### config.mk
export PLATFORM = sky130hd
export DESIGN_NAME = serial2tcp_arbiter
export DESIGN_NICKNAME = d
export VERILOG_FILES = /design/src/rtl/serial2tcp_arbiter.sv
export SDC_FILE = /design/constraint.sdc
export NUM_CORES = 1
export LEC_CHECK = 0
export BUFFER_PORTS_ARGS = -buffer_cell sky130_fd_sc_hd__buf_2
export CAP_MARGIN = 30
export CORE_MARGIN = 2
export CORE_UTILIZATION = 49
export DETAILED_ROUTE_END_ITERATION = 12
export GPL_TIMING_DRIVEN = 0
export PLACE_DENSITY = 0.77
export SYNTH_ARGS = -nofsm -noshare
export SYNTH_HDL_FRONTEND = slang
export SYNTH_SLANG_ARGS = --single-unit
export TNS_END_PERCENT = 100
### constraint.sdc
create_clock -name sys_clk -period 2.6 [get_ports sys_clk]
set_clock_uncertainty 0.1 [all_clocks]
set_input_delay 0.39 -clock sys_clk [delete_from_list [all_inputs] [get_ports sys_clk]]
set_output_delay 0.39 -clock sys_clk [all_outputs]
set_load 0.02 [all_outputs]
### src/rtl/serial2tcp_arbiter.sv
// serial2tcp_arbiter
// Round-robin arbiter sharing one byte-stream sink between NUM_CH requesters.
// Each grant is a burst: one header byte (8'hC0 | channel) followed by data
// bytes until the requester's last flag or MAX_BURST data bytes.
//
// Ports:
//   sys_clk, sys_rst_n       clock, synchronous active-low reset
//   req_valid/ready/last     per-channel handshake and end-of-packet flag
//   req_data                 per-channel byte, channel i at [8i+7:8i]
//   source_valid/ready       output handshake toward the serial2tcp sink
//   source_data/last         output byte, last byte of the current burst
//
// state  | meaning
// IDLE   | no grant; pick next requester round-robin from rr_ptr+1
// HEADER | presenting channel header byte 8'hC0 | grant
// DATA   | pass-through of granted channel until last or burst cap
module serial2tcp_arbiter #(
    parameter int NUM_CH    = 2,
    parameter int MAX_BURST = 16
) (
    input  logic                  sys_clk,
    input  logic                  sys_rst_n,
    input  logic [NUM_CH-1:0]     req_valid,
    output logic [NUM_CH-1:0]     req_ready,
    input  logic [8*NUM_CH-1:0]   req_data,
    input  logic [NUM_CH-1:0]     req_last,
    output logic                  source_valid,
    input  logic                  source_ready,
    output logic [7:0]            source_data,
    output logic                  source_last
);

    typedef enum logic [1:0] {S_IDLE, S_HEADER, S_DATA} state_t;

    state_t     state;
    logic [1:0] grant;
    logic [1:0] rr_ptr;
    logic [7:0] count;

    // Channels padded to four so a 2-bit grant indexes without width games.
    logic [3:0] valid_pad;
    logic [3:0] last_pad;
    logic [7:0] data_arr [4];
    logic [1:0] pick;
    logic [1:0] scan_idx;
    logic       any_valid;
    logic       at_cap;
    logic       xfer;

    assign valid_pad = 4'(req_valid);
    assign last_pad  = 4'(req_last);
    assign any_valid = |req_valid;
    assign at_cap    = (count == 8'(MAX_BURST - 1));
    assign xfer      = source_valid & source_ready;

    always_comb begin
        for (int i = 0; i < 4; i++) data_arr[i] = 8'h00;
        for (int i = 0; i < NUM_CH; i++) data_arr[i] = req_data[8*i +: 8];
    end

    // Scan from farthest to nearest so the channel closest after rr_ptr wins.
    always_comb begin
        pick     = 2'd0;
        scan_idx = 2'd0;
        for (int k = NUM_CH; k >= 1; k--) begin
            scan_idx = 2'((int'(rr_ptr) + k) % NUM_CH);
            if (valid_pad[scan_idx]) pick = scan_idx;
        end
    end

    always_comb begin
        source_valid = 1'b0;
        source_data  = 8'h00;
        source_last  = 1'b0;
        case (state)
            S_HEADER: begin
                source_valid = 1'b1;
                source_data  = 8'hC0 | {6'd0, grant};
            end
            S_DATA: begin
                source_valid = valid_pad[grant];
                source_data  = data_arr[grant];
                source_last  = valid_pad[grant] & (last_pad[grant] | at_cap);
            end
            default: ;
        endcase
    end

    always_comb begin
        req_ready = '0;
        for (int i = 0; i < NUM_CH; i++) begin
            if (state == S_DATA && grant == 2'(i)) req_ready[i] = source_ready;
        end
    end

    always_ff @(posedge sys_clk) begin
        if (!sys_rst_n) begin
            state  <= S_IDLE;
            grant  <= 2'd0;
            rr_ptr <= 2'(NUM_CH - 1);
            count  <= 8'd0;
        end else begin
            case (state)
                S_IDLE: begin
                    if (any_valid) begin
                        grant <= pick;
                        count <= 8'd0;
                        state <= S_HEADER;
                    end
                end
                S_HEADER: begin
                    if (xfer) state <= S_DATA;
                end
                S_DATA: begin
                    if (xfer) begin
                        count <= count + 8'd1;
                        if (source_last) begin
                            state  <= S_IDLE;
                            rr_ptr <= grant;
                        end
                    end
                end
                default: state <= S_IDLE;
            endcase
        end
    end

endmodule

==> results.md <==
* Status: finished clean
* Syn nets at around 160
* Detailed Routing Iterations Pass 1 at 7
* Count leader, synth: nand2_1
* Total clock sinks at 12
* GRT Util Overall at 0.218
* Reg2reg start: state[0]
* Flop2flop setup slack at 0.37 ns
* Die W at around 49 um
* Max VDD drop at 584 uV
* CTS H-Tree Depth at 1
* Hold Path Sink: state[0]
* GR peak layer: met2
* Clock Latency Late Sink at 0.27 ns
* Switching share of power at 0.464
* Share of the synthesized area in the top cell type at 0.240
* Pins over their slew limit at 0
* Vias after detailed routing at 1121
* Overflow after GRT at 0
* Vias in the first global route at between 1000 and 1500
* Layout cells sized above 1 at 0.251
* DR vias/cell at 5.78
* Die ar. at about 2400 um^2
* Primary FF master, synth: dfxtp_1
* ANT cells at 0
* Drt wl/cell at between 10 and 15 um
* CTS Hold Bufs at 0
* Hold depth at 2
* Final period util at 0.929
* Post-CTS setup buffer count at 0
* Seq pwr share at 0.256
* Pwr/cell area at a little under 700 nW/um^2
* YS warnings at 0
* Clock Path Buffers at 2
* IO Count at 35
* Switching pwr at about 400 uW
* Async SR Flop Fraction at 0
* Setup TNS at 0 ns
* Area growth syn-to-layout at 22.9%
* # setup viols final at 0
* Reg2Reg Depth at 6
* M1 GR Usage at 0.264
* Routed WL at 2.47 mm
* Final Critical Period at approximately 2.4 ns
* Buffers added on ports at 34
* DP Worst Slack at roughly 0.15 ns
* Post-synth top cells: nand2_1, dfxtp_1, mux2i_1, nor2_1, ha_1
* Drc violations at 0
* CTS tree: built
* R2r endpoint: count[7]
* CTS root buf: clkbuf_4
* GPL Wtd Cong at roughly 0.87
* Post-synth EDFFs at 0
* Final ANT Viol Nets at 0
* Static leakage at approximately 0.53 nW
* CP required at 2.11 ns
* Syn Area/Cell at between 7 and 8 um^2
* Initial antenna violation count at 0
* Slew headroom at 0.612
* Cell Area, Synth at about 1000 um^2
* Global-route wire length before repair at approximately 4.2 mm
* Largest net degree at the start of global routing at 11
* Number of CTS-inserted buffers at 3
* Nets at 198
* Synth area leaders: dfxtp_1, mux2i_1, ha_1
* Register area share after synthesis at 0.240
* Pint at roughly 450 uW
* Fmax at roughly 410 MHz
* Total core area at a little under 2000 um^2
* RSZ-0062 raised after global routing: false
* Clk pwr share at 0.134
* Crit path kind: flop to output port
* Synth cell types at 40
* Combinational power share at 0.609
* Max Cap Viol at 0
* Global routing usage on met2 at 0.385
* Post-DP HPWL at 1.92 mm
* Clock transition at path regs at approximately 0.07 ns
* Starting DRT DRC Count at 26
* Starting density of the core at 0.515
* Met3 usage at 0.0368
* Worst min-delay path startpoint: sys_rst_n
* # rows at 16
* Cell accounting for the most synthesized area: dfxtp_1
* Fin. Hold Viols at 0
* Yosys reg bits at 12
* Syn Inst Count at between 100 and 150
* Critical path peak fanout at 10
* Crit path capture type: output port
* CP arrival at 1.93 ns
* Die H at around 49 um
* Tightest Pin Transition at approximately 0.58 ns
* Final WS setup at 0.185 ns
* Element type at the critical path start: flop
* Worst min-delay path category: input port to flop
-- power by group through the flow --
stage	Sequential [mW]	Combinational (mW)	Clock (mW)
after floorplan	0.217	0.382	0
after global placement	0.220	0.495	0
after detailed placement	0.221	0.508	0
after CTS	0.217	0.514	0.115
after global routing	0.219	0.573	0.119
final	0.217	0.516	0.114
-- sequential cells by signal, indices dropped and copies added, names as in the netlist --
register  cells
count         8
rr_ptr        1
state         2
grant         1
-- critical path, stage by stage, from the launching register on --
cell	delay, ns
dfxtp_1	0.35
inv_1	0.12
ha_1	0.23
buf_2	0.24
buf_2	0.26
nand2_1	0.07
mux2i_1	0.11
and2_1	0.13
buf_2	0.16
-- repair_timing --
action / CTS / global route
gates resized for setup: 2 / 2
endpoints found under the hold margin: 0 / 0
setup endpoints to repair: 7 / 5
-- layout make-up --
type | instances | area [um^2]
clock buffers | 3 | 22.5
inverters | 6 | 22.5
multi-input cells | 107 | 714
flip-flops and latches | 12 | 240
well taps | 27 | 33.8
fillers | 182 | 712
repair buffers | 34 | 170
plain buffers | 5 | 26.3
-- cell usage in the layout, fill, tap and decap left out, types with 3 or more instances in the layout --
master     n
a21oi_1    4
a31oi_1    5
buf_2     37
clkbuf_4   3
dfxtp_1   12
ha_1       6
inv_1      5
mux2i_1   11
nand2_1   17
nand3_1    5
nand4_1    4
nor2_1    11
o211ai_1   4
o21a_1     4
o21ai_1    5
or4_1      3
-- worst max-delay path by stage --
stage / from / end / slack, ns
final: state[0] / source_data[0] / 0.18
after detailed placement: state[0] / source_data[2] / 0.15
after floorplan: state[0] / source_data[1] / 0.46
after global routing: state[0] / source_data[4] / 0.01
after global placement: state[0] / source_data[2] / 0.20
after CTS: state[0] / source_data[0] / 0.16
-- metal layers --
metal	wire, um	vias to the layer above
met5	0	-
met4	36	0
met3	146	4
met2	1150	44
met1	1140	513
li1	-	560
-- metrics by stage --
stage                util  instance area (um^2)  total power, mW  hold slack [ns]  std cells
finish              0.633                  1230            0.847            0.314        194
global route        0.633                  1230            0.911            0.309        194
CTS                 0.633                  1230            0.846            0.312        194
detailed placement  0.620                  1200            0.730            0.386        191
global placement    0.620                  1200            0.715            0.377        191
floorplan               -                  1000            0.599            0.362        130
-- kinds of logic (layout without fill, tap and decap cells) --
family	count (synthesis)	in the layout	share of synthesized area
muxes	12	12	0.121
adders and majority gates	6	6	0.0750
and+or+nand+nor	55	55	0.276
AOI/OAI and AO/OA	34	34	0.241
buffers and inverters	11	48	0.0462
DFF	12	12	0.240
Power figures use the tool's default switching activity.
